`src/rtl/dmem_pkg.sv`:
```
// Shared types and helpers for the data-memory controller and its lane aligner.
package dmem_pkg;

    typedef enum logic [2:0] {
        StIdle,
        StRd,
        StWr,
        StRmwRd,
        StRmwWr,
        StDone
    } dmem_state_e;

    typedef enum logic [1:0] {
        SZ_BYTE,
        SZ_HALF,
        SZ_WORD
    } dmem_size_e;

    localparam logic [0:31] BUS_ERR_DATA = '0;

    // Byte wins when both size strobes are set.
    function automatic dmem_size_e decode_size(input logic is_byte, input logic is_half);
        if (is_byte) begin
            return SZ_BYTE;
        end else if (is_half) begin
            return SZ_HALF;
        end
        return SZ_WORD;
    endfunction

    function automatic logic is_misaligned(input dmem_size_e size, input logic [0:1] offset);
        case (size)
            SZ_HALF: return offset[1];
            SZ_WORD: return offset != 2'b00;
            default: return 1'b0;
        endcase
    endfunction

endpackage

```
`src/rtl/dmem_lane_align.sv`:
```
// Big-endian lane extract/extend for loads and lane merge for sub-word stores.
module dmem_lane_align
    import dmem_pkg::*;
(
    input  logic [0:1]  offset_i,
    input  dmem_size_e  size_i,
    input  logic        sign_extend_i,
    input  logic [0:31] rdata_i,
    input  logic [0:31] wdata_i,
    output logic [0:31] load_data_o,
    output logic [0:31] merged_o
);

    logic [0:7]  lane;
    logic [0:15] half;

    always_comb begin
        lane = rdata_i[0:7];
        unique case (offset_i)
            2'd0: lane = rdata_i[0:7];
            2'd1: lane = rdata_i[8:15];
            2'd2: lane = rdata_i[16:23];
            2'd3: lane = rdata_i[24:31];
        endcase
        half = offset_i[0] ? rdata_i[16:31] : rdata_i[0:15];
    end

    always_comb begin
        load_data_o = rdata_i;
        merged_o    = rdata_i;
        case (size_i)
            SZ_BYTE: begin
                load_data_o = {{24{sign_extend_i & lane[0]}}, lane};
                unique case (offset_i)
                    2'd0: merged_o[0:7]   = wdata_i[24:31];
                    2'd1: merged_o[8:15]  = wdata_i[24:31];
                    2'd2: merged_o[16:23] = wdata_i[24:31];
                    2'd3: merged_o[24:31] = wdata_i[24:31];
                endcase
            end
            SZ_HALF: begin
                load_data_o = {{16{sign_extend_i & half[0]}}, half};
                if (offset_i[0]) begin
                    merged_o[16:31] = wdata_i[16:31];
                end else begin
                    merged_o[0:15] = wdata_i[16:31];
                end
            end
            default: begin
                load_data_o = rdata_i;
                merged_o    = wdata_i;
            end
        endcase
    end

endmodule

```
`src/rtl/dmem_ctrl.sv`:
```
// DMEM port to word-wide req/ack SRAM: alignment, extension, sub-word RMW,
// pipeline stall, misalign and timeout reporting.
module dmem_ctrl
    import dmem_pkg::*;
#(
    parameter int unsigned TIMEOUT_CYCLES = 64
) (
    input  logic        clock,
    input  logic        reset,
    input  logic        proc_req,
    input  logic [0:31] addr_from_proc,
    input  logic [0:31] data_from_proc,
    input  logic        write_enable_from_proc,
    input  logic        byte_from_proc,
    input  logic        half_word_from_proc,
    input  logic        sign_extend_from_proc,
    output logic [0:31] data_to_proc,
    output logic        stall_to_proc,
    output logic        done_to_proc,
    output logic        misalign_to_proc,
    output logic        bus_err_to_proc,
    output logic        mem_req,
    output logic        mem_we,
    output logic [0:31] mem_addr,
    output logic [0:31] mem_wdata,
    input  logic [0:31] mem_rdata,
    input  logic        mem_ack
);

    localparam int unsigned CntW = $clog2(TIMEOUT_CYCLES);
    localparam logic [CntW-1:0] CntMax = CntW'(TIMEOUT_CYCLES - 1);

    dmem_state_e    state_q, state_d;
    logic [0:31]    addr_q, addr_d;
    dmem_size_e     size_q, size_d;
    logic           sign_q, sign_d;
    logic [0:31]    wdata_q, wdata_d;
    logic [0:31]    data_q, data_d;
    logic           misalign_q, misalign_d;
    logic           bus_err_q, bus_err_d;
    logic [CntW-1:0] cnt_q, cnt_d;

    dmem_size_e  req_size;
    logic        req_misalign;
    logic [0:31] load_data;
    logic [0:31] merged_word;

    assign req_size     = decode_size(byte_from_proc, half_word_from_proc);
    assign req_misalign = is_misaligned(req_size, addr_from_proc[30:31]);

    dmem_lane_align u_lane_align (
        .offset_i      (addr_q[30:31]),
        .size_i        (size_q),
        .sign_extend_i (sign_q),
        .rdata_i       (mem_rdata),
        .wdata_i       (wdata_q),
        .load_data_o   (load_data),
        .merged_o      (merged_word)
    );

    always_comb begin
        state_d    = state_q;
        addr_d     = addr_q;
        size_d     = size_q;
        sign_d     = sign_q;
        wdata_d    = wdata_q;
        data_d     = data_q;
        misalign_d = misalign_q;
        bus_err_d  = bus_err_q;
        cnt_d      = cnt_q;

        unique case (state_q)
            StIdle: begin
                if (proc_req) begin
                    addr_d     = addr_from_proc;
                    size_d     = req_size;
                    sign_d     = sign_extend_from_proc;
                    wdata_d    = data_from_proc;
                    misalign_d = 1'b0;
                    bus_err_d  = 1'b0;
                    cnt_d      = '0;
                    if (req_misalign) begin
                        misalign_d = 1'b1;
                        data_d     = BUS_ERR_DATA;
                        state_d    = StDone;
                    end else if (!write_enable_from_proc) begin
                        state_d = StRd;
                    end else if (req_size == SZ_WORD) begin
                        state_d = StWr;
                    end else begin
                        state_d = StRmwRd;
                    end
                end
            end
            StRd, StWr, StRmwRd, StRmwWr: begin
                if (mem_ack) begin
                    cnt_d = '0;
                    if (state_q == StRd) begin
                        data_d  = load_data;
                        state_d = StDone;
                    end else if (state_q == StRmwRd) begin
                        // The merged word becomes the write data of the second handshake.
                        wdata_d = merged_word;
                        state_d = StRmwWr;
                    end else begin
                        state_d = StDone;
                    end
                end else if (cnt_q == CntMax) begin
                    bus_err_d = 1'b1;
                    data_d    = BUS_ERR_DATA;
                    state_d   = StDone;
                end else begin
                    cnt_d = cnt_q + CntW'(1);
                end
            end
            StDone: state_d = StIdle;
            default: state_d = StIdle;
        endcase
    end

    always_ff @(posedge clock or negedge reset) begin
        if (!reset) begin
            state_q    <= StIdle;
            addr_q     <= '0;
            size_q     <= SZ_WORD;
            sign_q     <= 1'b0;
            wdata_q    <= '0;
            data_q     <= '0;
            misalign_q <= 1'b0;
            bus_err_q  <= 1'b0;
            cnt_q      <= '0;
        end else begin
            state_q    <= state_d;
            addr_q     <= addr_d;
            size_q     <= size_d;
            sign_q     <= sign_d;
            wdata_q    <= wdata_d;
            data_q     <= data_d;
            misalign_q <= misalign_d;
            bus_err_q  <= bus_err_d;
            cnt_q      <= cnt_d;
        end
    end

    always_comb begin
        mem_req = (state_q == StRd) || (state_q == StWr) ||
                  (state_q == StRmwRd) || (state_q == StRmwWr);
        mem_we  = (state_q == StWr) || (state_q == StRmwWr);
        stall_to_proc = ((state_q != StIdle) && (state_q != StDone)) ||
                        ((state_q == StIdle) && proc_req);
        done_to_proc     = (state_q == StDone);
        misalign_to_proc = misalign_q;
        bus_err_to_proc  = bus_err_q;
        data_to_proc     = data_q;
        mem_addr         = {addr_q[0:29], 2'b00};
        mem_wdata        = wdata_q;
    end

endmodule

```
`config.mk`:
```
export PLATFORM = sky130hd
export DESIGN_NAME = dmem_ctrl
export DESIGN_NICKNAME = d
export VERILOG_FILES = /design/src/rtl/dmem_pkg.sv /design/src/rtl/dmem_lane_align.sv /design/src/rtl/dmem_ctrl.sv
export SDC_FILE = /design/constraint.sdc
export NUM_CORES = 1
export LEC_CHECK = 0
export ABC_AREA = 0
export CORE_ASPECT_RATIO = 0.5
export CORE_UTILIZATION = 45
export CTS_CLUSTER_SIZE = 28
export DETAILED_ROUTE_END_ITERATION = 12
export PLACE_DENSITY = 0.79
export SLEW_MARGIN = 40
export SYNTH_ARGS = -nofsm -noshare
export SYNTH_HDL_FRONTEND = slang
export SYNTH_SLANG_ARGS = --single-unit
export TNS_END_PERCENT = 5
```
`constraint.sdc`:
```
create_clock -name clock -period 3.6 [get_ports clock]
set_input_delay 1.08 -clock clock [delete_from_list [all_inputs] [get_ports clock]]
set_output_delay 1.08 -clock clock [all_outputs]
set_load 0.05 [all_outputs]
```
# == Yosys cells after proc, flatten, opt, wreduce, memory -nomap -nowiden ==
# Index checks and enable logic that the tools add are counted.
# word_totals
ff_bits,110
in_bits,104
out_inout_bits,102
# op_classes
addsub,1
n_eq_ne,26
n_mux,45
bitwise_logic,2
reduce_logical,22
# op_table
op,count
2-to-1 mux 32 bit,9
one-hot mux 32 bit (2 select lines),4
2-to-1 mux 16 bit,3
2-to-1 mux 8 bit,4
one-hot mux 8 bit (4 select lines),1
2-to-1 mux 6 bit,3
inequality test 3 bit (second input constant),6
inequality test 2 bit (second input constant),7
2-to-1 mux 3 bit,4
one-hot mux 6 bit (2 select lines),1
2-to-1 mux 1 bit,9
2-to-1 mux 2 bit,4
AND reduction 8 bit,1
AND reduction 7 bit,1
adder 6 x 1 -> 6 bit (second input constant),1
== test 2 x 1 -> 1 bit (second input constant),3
== test 2 bit (second input constant),3
== test 3 x 2 -> 1 bit (second input constant),2
== test 3 bit (second input constant),2
== test 6 bit (second input constant),1
one-hot mux 3 bit (2 select lines),1
AND reduction 6 bit,1
logical OR 1 bit,5
AND reduction 5 bit,1
13 further kinds,19

# == Depth between registers and ports, before layout ==
# Gate-level depths: netlist (run 1).
# logic_depth
ltp_word,9
ltp_mapped,9

# == Modules after synthesis ==
# Synthesis (run 1) repeated with hierarchy kept, for this count alone.
# hier_totals
hier_cells,780
area_unflattened_um2,6993.0
# modules_own_cells
module,instances,cells_per_inst,area_each_um2,seq_area_each_um2
dmem_ctrl,1,543,5253.8,2753.9
dmem_lane_align,1,237,1739.2,0.0

# == Least setup slack after synthesis (run 1) ==
# No wires, ideal clock.
# synth_timing
kind,input -> output
startpoint,input port proc_req
endpoint,output port stall_to_proc
arrival_time_ns,1.723
required_ns,2.520
path_slack_ns,0.797
cell_stages,3
path_buffers,0
cell_sequence,or3_1 > nand2_1 > nand2_1
# synth_via
elab_chain_cells,2
# synth_lines
item,line_no,source
"start, declared",dmem_ctrl.sv:10,"input logic proc_req,"
logical AND 1 bit,dmem_ctrl.sv:150,((state_q == StIdle) && proc_req);
logical OR 1 bit,dmem_ctrl.sv:149,stall_to_proc = ((state_q != StIdle) && (state_q != StDone)) ||
"end, declared",dmem_ctrl.sv:18,"output logic stall_to_proc,"
# Every way passes these cells.

# == Final worst setup path (run 1) ==
# layout_timing
startpoint,register state_q[2]
endpoint,output port done_to_proc
# layout_via
elab_chain_cells,1
# layout_lines
item,line_no,source
"start, declared",dmem_ctrl.sv:33,"dmem_state_e state_q, state_d;"
"start signal, assigned",dmem_ctrl.sv:123,state_q <= StIdle;
"start signal, assigned",dmem_ctrl.sv:133,state_q <= state_d;
== test 3 bit,dmem_ctrl.sv:151,done_to_proc = (state_q == StDone);
"end, declared",dmem_ctrl.sv:19,"output logic done_to_proc,"
# Every way passes these cells.

==> flow_summary.html, run 1 <==
<table>
<tr><th>Metric</th><th>Value</th></tr>
<tr><th colspan="2">Yosys</th></tr>
<tr><td>Async set-reset flop share out of synthesis</td><td>1.00</td></tr>
<tr><td>Post-synth EDFFs</td><td>0</td></tr>
<tr><td>Post-Synthesis Mean Instance Area</td><td>8.82 µm²</td></tr>
<tr><td>Primary flip-flop cell chosen by synthesis mapping</td><td>dfrtp_1</td></tr>
<tr><td>Post-Syn Instances</td><td>672</td></tr>
<tr><td>Sequential share of the synthesized area</td><td>0.464</td></tr>
<tr><td>Warnings, synthesis</td><td>0</td></tr>
<tr><td>Post-synth design cell area</td><td>5930 µm²</td></tr>
<tr><td>Count of different cell masters after synthesis</td><td>57</td></tr>
<tr><td>Number of storage elements in the synthesis netlist</td><td>110</td></tr>
<tr><th colspan="2">Drt</th></tr>
<tr><td>Iteration count of the initial detailed-routing pass</td><td>5</td></tr>
<tr><td>Number of DRC violations after detailed-routing iteration 0</td><td>415</td></tr>
<tr><td>Remaining antenna violation count</td><td>0</td></tr>
<tr><td>Routed length per instance</td><td>17.1 µm</td></tr>
<tr><td>Detailed-route vias per instance</td><td>5.58</td></tr>
<tr><td>Total DRC errors in the routed layout</td><td>0</td></tr>
<tr><td>Wire length after detailed routing</td><td>17200 µm</td></tr>
<tr><td>Vias</td><td>5591</td></tr>
<tr><th colspan="2">Floorplanning</th></tr>
<tr><td>Ports placed on the boundary</td><td>206</td></tr>
<tr><td>Die boundary height</td><td>83.2 µm</td></tr>
<tr><td>Standard-cell row count</td><td>29</td></tr>
<tr><td>Placeable core region</td><td>12800 µm²</td></tr>
<tr><td>Die Area</td><td>13700 µm²</td></tr>
<tr><td>Initial cell density of the core</td><td>0.464</td></tr>
<tr><td>Width of the die</td><td>164 µm</td></tr>
<tr><th colspan="2">Power and ir drop</th></tr>
<tr><td>Net switching share of the total power</td><td>0.511</td></tr>
<tr><td>Net load switching power</td><td>4.42 mW</td></tr>
<tr><td>Comb power frac</td><td>0.620</td></tr>
<tr><td>Leakage Power</td><td>3.64 nW</td></tr>
<tr><td>Cell internal pwr</td><td>4.23 mW</td></tr>
<tr><td>Clock power share</td><td>0.116</td></tr>
<tr><td>Power density over the cells</td><td>1050 nW/µm²</td></tr>
<tr><td>Fraction of power consumed by sequential logic</td><td>0.264</td></tr>
<tr><td>Peak supply drop</td><td>0.000554 V</td></tr>
<tr><th colspan="2">Hold path</th></tr>
<tr><td>Beginning of the worst hold path</td><td>addr_q[13]</td></tr>
<tr><td>Cell count of the worst hold path</td><td>2</td></tr>
<tr><td>Path class of the lowest-slack min-delay path</td><td>reg2reg</td></tr>
<tr><td>Hold Crit Endpoint</td><td>addr_q[13]</td></tr>
<tr><th colspan="2">Clocking</th></tr>
<tr><td>Total number of H-tree levels</td><td>3</td></tr>
<tr><td>CTS resizes</td><td>0</td></tr>
<tr><td>TritonCTS clock tree</td><td>yes</td></tr>
<tr><td>Insertion delay to the later sink of the worst-skew pair</td><td>0.35 ns</td></tr>
<tr><td>Clk slew on worst S/H paths</td><td>0.07 ns</td></tr>
<tr><td>Number of buffers inserted during clock tree synthesis</td><td>9</td></tr>
<tr><td>Count of hold buffers inserted by post-cts repair</td><td>0</td></tr>
<tr><td>Maximum count of clock buffers along a single path</td><td>2</td></tr>
<tr><td>Post-CTS Setup Inserts</td><td>0</td></tr>
<tr><td>Master cell of the clock root buffer</td><td>clkbuf_16</td></tr>
<tr><td>Clock Sink Count</td><td>110</td></tr>
<tr><th colspan="2">Critical path</th></tr>
<tr><td>Launch instance of the worst register-to-register path</td><td>size_q[1]</td></tr>
<tr><td>Arrival @ worst endpoint</td><td>2.16 ns</td></tr>
<tr><td>R2r setup slk</td><td>1.00 ns</td></tr>
<tr><td>Reg2Reg Capture Point</td><td>mem_wdata[22]</td></tr>
<tr><td>WS Path Type</td><td>reg2out</td></tr>
<tr><td>Reg2Reg Depth</td><td>6</td></tr>
<tr><td>Maximum fanout count along the critical path</td><td>16</td></tr>
<tr><td>Nature of the critical path endpoint</td><td>output port</td></tr>
<tr><td>CP startpoint kind</td><td>register</td></tr>
<tr><td>Data required time of the critical path</td><td>2.52 ns</td></tr>
<tr><th colspan="2">Global routing</th></tr>
<tr><td>Pin count of the biggest net entering global routing</td><td>57</td></tr>
<tr><td>Initial antenna violation count</td><td>0</td></tr>
<tr><td>Total grt overflow</td><td>0</td></tr>
<tr><td>Vias in the first global route</td><td>5325</td></tr>
<tr><td>GRT Util Overall</td><td>0.254</td></tr>
<tr><td>First-pass GRT wire length</td><td>27200 µm</td></tr>
<tr><th colspan="2">Placed design</th></tr>
<tr><td>Worst slack after detailed placement</td><td>0.350 ns</td></tr>
<tr><td>Detailed Place HPWL</td><td>12700 µm</td></tr>
<tr><td>Gpl congestion</td><td>0.875</td></tr>
<tr><td>Number of port buffers</td><td>203</td></tr>
<tr><th colspan="2">Run status</th></tr>
<tr><td>Status</td><td>complete, no violations</td></tr>
<tr><th colspan="2">Cells and area</th></tr>
<tr><td>Fin nets</td><td>932</td></tr>
<tr><td>Reg area</td><td>2750 µm²</td></tr>
<tr><td>Diodes inserted</td><td>0</td></tr>
<tr><td>Filler cells</td><td>1097</td></tr>
<tr><td>Share of cells above drive strength 1</td><td>0.0805</td></tr>
<tr><td>Area used by multi-input combinational logic</td><td>2700 µm²</td></tr>
<tr><td>Synth-to-layout area growth</td><td>38.2%</td></tr>
<tr><th colspan="2">STA</th></tr>
<tr><td>Post-layout min period</td><td>3.24 ns</td></tr>
<tr><td>Final-report max-slew violation count</td><td>0</td></tr>
<tr><td>Tightest Pin Transition</td><td>0.804 ns</td></tr>
<tr><td>Sum of negative setup slack</td><td>0 ns</td></tr>
<tr><td>Maximum clock frequency</td><td>0.308 GHz</td></tr>
<tr><td>Setup slack of the critical path after layout</td><td>0.355 ns</td></tr>
<tr><td>Setup repair after global routing missed its margin</td><td>false</td></tr>
<tr><td>Portion of the clock cycle consumed by the worst path in the final layout</td><td>0.901</td></tr>
<tr><td>Number of hold-slack violations in the final timing report</td><td>0</td></tr>
<tr><td>Clock Skews</td><td>0.00787 ns</td></tr>
<tr><td>Final number of setup-violating endpoints</td><td>0</td></tr>
<tr><td>Worst max-slew margin expressed relative to the limit</td><td>0.464</td></tr>
<tr><th colspan="2">Flow run</th></tr>
<tr><td>Maximum capacitance violations</td><td>0</td></tr>
</table>
## critical path: stages (launching register included)
cell             delay [ns]
dfrtp_1                0.63
nand2_1                0.22
nor2_1                 0.13
clkdlybuf4s50_1        0.83
## cells in the mapped netlist, types with 2 or more instances
master,count,area [µm²]
or3_1,4,25.0
nand2_1,156,586
nand2b_1,5,31.3
a31oi_1,10,62.6
nor2b_1,9,56.3
nand3_1,7,35.0
o21a_1,2,15.0
a221o_1,6,60.1
a21oi_1,39,195
buf_2,10,50.1
a211oi_1,8,60.1
and3_1,6,37.5
a21boi_0,2,15.0
buf_4,32,240
inv_1,13,48.8
mux2_2,15,169
o2bb2ai_1,24,210
nor3_1,8,40.0
a32o_1,3,30.0
nor2_1,39,146
a21o_1,9,67.6
buf_1,3,11.3
o22ai_1,8,50.1
and4_1,2,17.5
nand3b_1,11,82.6
dfrtp_1,109,2730
mux2i_1,16,160
a2bb2oi_1,6,52.6
clkbuf_1,34,128
o31ai_1,2,15.0
o21ai_0,48,240
## state kept, by name (all words and copies together) (netlist names)
name,count
bus_err_to_proc,1
size_q,2
state_q,3
sign_q,1
misalign_to_proc,1
addr_q,32
cnt_q,6
data_to_proc,32
mem_wdata,32
## layer usage
metal | vias up | GRT usage | wire (µm)
met5 | - | 0 | 0
met4 | 0 | 0.0934 | 483
met3 | 47 | 0.0604 | 1350
met2 | 279 | 0.399 | 7960
met1 | 2653 | 0.342 | 7370
li1 | 2612 | - | -
## area by class of cell
type                            instances  area share
Sequential cell                       110       0.336
Multi-Input combinational cell        469       0.329
Timing Repair Buffer                  223       0.267
Clock buffer                            9      0.0275
Tap cell                              170      0.0260
Clock inverter                          7     0.00855
Inverter                               14     0.00641
## logic make-up after synthesis
group / share of synthesized area
xor gates and xnor gates: 0.00148
muxes: 0.0593
DFF: 0.464
other: 0.000632
adders and majority gates: 0.00211
and+or+nand+nor: 0.189
AOI/OAI and AO/OA: 0.199
buffers and inverters: 0.0831
## cell usage in the layout, fill, tap and decap left out, types with 2 or more instances in the layout
| cell | Yosys | layout |
|---|---|---|
| a2bb2oi_1 | 6 | 6 |
| a211oi_1 | 8 | 8 |
| o31ai_1 | 2 | 2 |
| nand2_1 | 156 | 156 |
| and4_1 | 2 | 2 |
| a21o_1 | 9 | 9 |
| inv_1 | 13 | 13 |
| clkbuf_16 | 0 | 9 |
| a221o_1 | 6 | 6 |
| nand3b_1 | 11 | 11 |
| mux2_2 | 15 | 15 |
| nand2b_1 | 5 | 5 |
| buf_4 | 32 | 22 |
| inv_6 | 0 | 2 |
| o21ai_0 | 48 | 48 |
| dfrtp_1 | 109 | 109 |
| a31oi_1 | 10 | 10 |
| clkdlybuf4s50_1 | 0 | 200 |
| a32o_1 | 3 | 3 |
| o2bb2ai_1 | 24 | 24 |
| clkinv_2 | 0 | 3 |
| nor2b_1 | 9 | 8 |
| nor2_1 | 39 | 38 |
| nand3_1 | 7 | 7 |
| nor3_1 | 8 | 8 |
| o21a_1 | 2 | 2 |
| conb_1 | 1 | 2 |
| mux2i_1 | 16 | 16 |
| a21oi_1 | 39 | 39 |
| a21boi_0 | 2 | 2 |
| and3_1 | 6 | 6 |
| o22ai_1 | 8 | 8 |
| or3_1 | 4 | 4 |
## stage by stage
stage                     hold WS, ns  power [mW]  utilization  cell area, µm²  cells
after floorplan                 0.447        6.09            -            5930    673
after global placement          0.457        7.52        0.618            7900    986
after detailed placement        0.461        7.62        0.618            7900    986
after CTS                       0.479        8.65        0.641            8190   1002
after global routing            0.494        9.12        0.642            8200   1002
final                           0.475        8.65        0.642            8200   1002
## power by group through the flow
stage	Clock, mW	Combinational (mW)	Sequential, mW
floorplan	0	2.89	3.21
global placement	0	5.25	2.28
detailed placement	0	5.34	2.28
CTS	1.02	5.36	2.27
global route	1.07	5.70	2.34
finish	0.999	5.37	2.28
## worst max path at each step
| stage | start | to | slack, ns | cells after the start |
|---|---|---|---|---|
| floorplan | proc_req | stall_to_proc | 0.80 | 3 |
| global placement | proc_req | stall_to_proc | 0.40 | 5 |
| detailed placement | proc_req | mem_wdata[25] | 0.35 | 7 |
| CTS | state_q[2] | done_to_proc | 0.37 | 3 |
| global route | state_q[2] | done_to_proc | 0.27 | 3 |
| finish | state_q[2] | done_to_proc | 0.36 | 3 |
Power figures use the tool's default switching activity.
==> inputs of run 2 (changes only) <==
--- a/config.mk
+++ b/config.mk
@@ -11,6 +11,7 @@
 export CTS_CLUSTER_SIZE = 28
 export DETAILED_ROUTE_END_ITERATION = 12
 export PLACE_DENSITY = 0.79
+export SKIP_LAST_GASP = 1
 export SLEW_MARGIN = 40
 export SYNTH_ARGS = -nofsm -noshare
 export SYNTH_HDL_FRONTEND = slang
==> results of run 2 <==
No change in the layout: final DEF, timing and power equal those of run 1.
==> inputs of run 3 (changes only) <==
==> constraint.sdc (replaced) <==
create_clock -name clock -period 4.2 [get_ports clock]
set_input_delay 1.26 -clock clock [delete_from_list [all_inputs] [get_ports clock]]
set_output_delay 1.26 -clock clock [all_outputs]
set_load 0.05 [all_outputs]
==> run 3 against run 2 <==
  * Critical path type is now in2out
  * Register-to-register slack better by 0.53 ns
  * Critical path depth up 2
  * Count of clock-buffer cells in the layout stayed put
==> flow_summary.html, run 3 (same netlist as run 1, synthesis figures left out) <==
<table>
<tr><th>Metric</th><th>Value</th></tr>
<tr><th colspan="2">Drt</th></tr>
<tr><td>Wire length after detailed routing</td><td>17400 µm (+1.2%)</td></tr>
<tr><td>Remaining antenna violation count</td><td>0 (unchanged)</td></tr>
<tr><td>Iteration count of the initial detailed-routing pass</td><td>5 (unchanged)</td></tr>
<tr><td>Vias</td><td>5559 (-0.57%)</td></tr>
<tr><td>Total DRC errors in the routed layout</td><td>0 (unchanged)</td></tr>
<tr><td>Routed length per instance</td><td>17.5 µm (+2.0%)</td></tr>
<tr><td>Number of DRC violations after detailed-routing iteration 0</td><td>497 (+20%)</td></tr>
<tr><td>Detailed-route vias per instance</td><td>5.59 (+0.23%)</td></tr>
<tr><th colspan="2">Clocking</th></tr>
<tr><td>Maximum count of clock buffers along a single path</td><td>2 (unchanged)</td></tr>
<tr><td>Count of hold buffers inserted by post-cts repair</td><td>0 (unchanged)</td></tr>
<tr><td>Total number of H-tree levels</td><td>3 (unchanged)</td></tr>
<tr><td>CTS resizes</td><td>0 (unchanged)</td></tr>
<tr><td>Clock Sink Count</td><td>110 (unchanged)</td></tr>
<tr><td>Insertion delay to the later sink of the worst-skew pair</td><td>0.35 ns (about the same)</td></tr>
<tr><td>Master cell of the clock root buffer</td><td>clkbuf_16</td></tr>
<tr><td>Number of buffers inserted during clock tree synthesis</td><td>9 (unchanged)</td></tr>
<tr><td>Post-CTS Setup Inserts</td><td>0 (unchanged)</td></tr>
<tr><td>Clk slew on worst S/H paths</td><td>0.07 ns (about the same)</td></tr>
<tr><td>TritonCTS clock tree</td><td>yes</td></tr>
<tr><th colspan="2">Global routing</th></tr>
<tr><td>Total grt overflow</td><td>0 (unchanged)</td></tr>
<tr><td>Vias in the first global route</td><td>5316 (-0.17%)</td></tr>
<tr><td>First-pass GRT wire length</td><td>27800 µm (+2.4%)</td></tr>
<tr><td>Initial antenna violation count</td><td>0 (unchanged)</td></tr>
<tr><td>Pin count of the biggest net entering global routing</td><td>60 (+5.3%)</td></tr>
<tr><td>GRT Util Overall</td><td>0.261 (+0.00654)</td></tr>
<tr><th colspan="2">STA</th></tr>
<tr><td>Number of hold-slack violations in the final timing report</td><td>0 (unchanged)</td></tr>
<tr><td>Final-report max-slew violation count</td><td>0 (unchanged)</td></tr>
<tr><td>Sum of negative setup slack</td><td>0 ns (unchanged)</td></tr>
<tr><td>Worst max-slew margin expressed relative to the limit</td><td>0.510 (+0.0461)</td></tr>
<tr><td>Portion of the clock cycle consumed by the worst path in the final layout</td><td>0.870</td></tr>
<tr><td>Post-layout min period</td><td>3.66 ns</td></tr>
<tr><td>Clock Skews</td><td>0.00678 ns (-0.00109 ns)</td></tr>
<tr><td>Final number of setup-violating endpoints</td><td>0 (unchanged)</td></tr>
<tr><td>Setup repair after global routing missed its margin</td><td>false</td></tr>
<tr><td>Tightest Pin Transition</td><td>0.735 ns (-0.0692 ns)</td></tr>
<tr><td>Maximum clock frequency</td><td>0.274 GHz</td></tr>
<tr><th colspan="2">Cells and area</th></tr>
<tr><td>Filler cells</td><td>1064 (-3.0%)</td></tr>
<tr><td>Fin nets</td><td>924 (-0.86%)</td></tr>
<tr><td>Diodes inserted</td><td>0 (unchanged)</td></tr>
<tr><td>Most frequent standard cell in the layout excluding fill and tap cells</td><td>clkdlybuf4s50_1</td></tr>
<tr><td>Top library cells by usage in the layout, fill and taps aside</td><td>200 x clkdlybuf4s50_1, 156 x nand2_1, 109 x dfrtp_1, 48 x o21ai_0, 39 x a21oi_1</td></tr>
<tr><td>Share of cells above drive strength 1</td><td>0.0728 (-0.00771)</td></tr>
<tr><td>Synth-to-layout area growth</td><td>37.7%</td></tr>
<tr><td>Filler-free cell count of the finished design</td><td>994 (-0.80%)</td></tr>
<tr><th colspan="2">Floorplanning</th></tr>
<tr><td>Ports placed on the boundary</td><td>206 (unchanged)</td></tr>
<tr><td>Die Area</td><td>13700 µm² (unchanged)</td></tr>
<tr><td>Placeable core region</td><td>12800 µm² (unchanged)</td></tr>
<tr><td>Standard-cell row count</td><td>29 (unchanged)</td></tr>
<tr><td>Initial cell density of the core</td><td>0.464 (unchanged)</td></tr>
<tr><td>Die boundary height</td><td>83.2 µm (unchanged)</td></tr>
<tr><td>Width of the die</td><td>164 µm (unchanged)</td></tr>
<tr><th colspan="2">Power and ir drop</th></tr>
<tr><td>Leakage Power</td><td>3.61 nW (-0.82%)</td></tr>
<tr><td>Power density over the cells</td><td>908 nW/µm² (-14%)</td></tr>
<tr><td>Peak supply drop</td><td>0.000469 V (-15%)</td></tr>
<tr><th colspan="2">Critical path</th></tr>
<tr><td>Arrival @ worst endpoint</td><td>2.40 ns (+0.24 ns)</td></tr>
<tr><td>CP startpoint kind</td><td>input port</td></tr>
<tr><td>Data required time of the critical path</td><td>2.94 ns (+0.42 ns)</td></tr>
<tr><td>Maximum fanout count along the critical path</td><td>5 (-11)</td></tr>
<tr><td>Reg2Reg Depth</td><td>8 (+2)</td></tr>
<tr><td>WS Path Type</td><td>in2out</td></tr>
<tr><td>Nature of the critical path endpoint</td><td>output port</td></tr>
<tr><th colspan="2">Hold path</th></tr>
<tr><td>Path class of the lowest-slack min-delay path</td><td>reg2reg</td></tr>
<tr><td>Cell count of the worst hold path</td><td>2 (unchanged)</td></tr>
<tr><th colspan="2">Placed design</th></tr>
<tr><td>Dpl cells</td><td>978 (-0.81%)</td></tr>
<tr><td>Number of port buffers</td><td>203 (unchanged)</td></tr>
<tr><td>Gpl congestion</td><td>0.871 (-0.54%)</td></tr>
<tr><td>Detailed Place HPWL</td><td>12700 µm (about the same)</td></tr>
<tr><th colspan="2">Run status</th></tr>
<tr><td>Status</td><td>complete, no violations</td></tr>
<tr><th colspan="2">Flow run</th></tr>
<tr><td>Maximum capacitance violations</td><td>0 (unchanged)</td></tr>
</table>
-- run 3: layout make-up --
type / instances / area, µm² / share of cell area
clock buffer: 9 / 225 / 0.0276
clock inverter: 7 / 80.1 / 0.00981
inverter: 14 / 52.6 / 0.00644
multi-input combinational: 469 / 2700 / 0.330
sequential: 110 / 2750 / 0.337
tap: 170 / 213 / 0.0260
timing repair buffer: 215 / 2140 / 0.262
-- run 3: per-stage QoR --
| stage | total power [mW] | hold WS (ns) | util | worst slack [ns] | instance area [µm²] |
|---|---|---|---|---|---|
| after global placement | 6.42 | 0.457 | 0.614 | 0.551 | 7850 |
| final | 7.42 | 0.474 | 0.639 | 0.545 | 8170 |
| after floorplan | 5.22 | 0.447 | - | 1.04 | 5930 |
| after global routing | 7.82 | 0.504 | 0.639 | 0.458 | 8170 |
| after detailed placement | 6.51 | 0.461 | 0.615 | 0.536 | 7850 |
| after CTS | 7.41 | 0.479 | 0.639 | 0.532 | 8160 |
-- run 3: worst max-delay path, cell delays in order --
cell             delay, ns
clkdlybuf4s50_1       0.48
or3_1                 0.33
nand2_1               0.07
nand2_1               0.06
buf_4                 0.19
-- run 3: power by group --
| group | total (mW) | internal (mW) | switching (mW) |
|---|---|---|---|
| registers | 1.97 | 1.52 | 0.447 |
| logic | 4.57 | 1.62 | 2.95 |
| clock network | 0.884 | 0.472 | 0.412 |
| total | 7.42 | 3.61 | 3.80 |
-- run 3: final timing paths --
kind	to	startpoint	slack [ns]
min in group asynchronous	mem_wdata[8]	reset	0.86
setup reg to reg	mem_wdata[31]	state_q[2]	1.53
max in group asynchronous	data_to_proc[20]	reset	2.69
hold / removal	addr_q[15]	addr_q[15]	0.47
setup / recovery	stall_to_proc	proc_req	0.54
hold reg to reg	addr_q[15]	addr_q[15]	0.47
-- run 3: metal layers --
metal  wire length [µm]  part of all wire  track usage
met3               1390             0.080       0.0554
met2               8280              0.48        0.417
met1               7380              0.42        0.357
met5                  0                 0            0
met4                341             0.020       0.0732
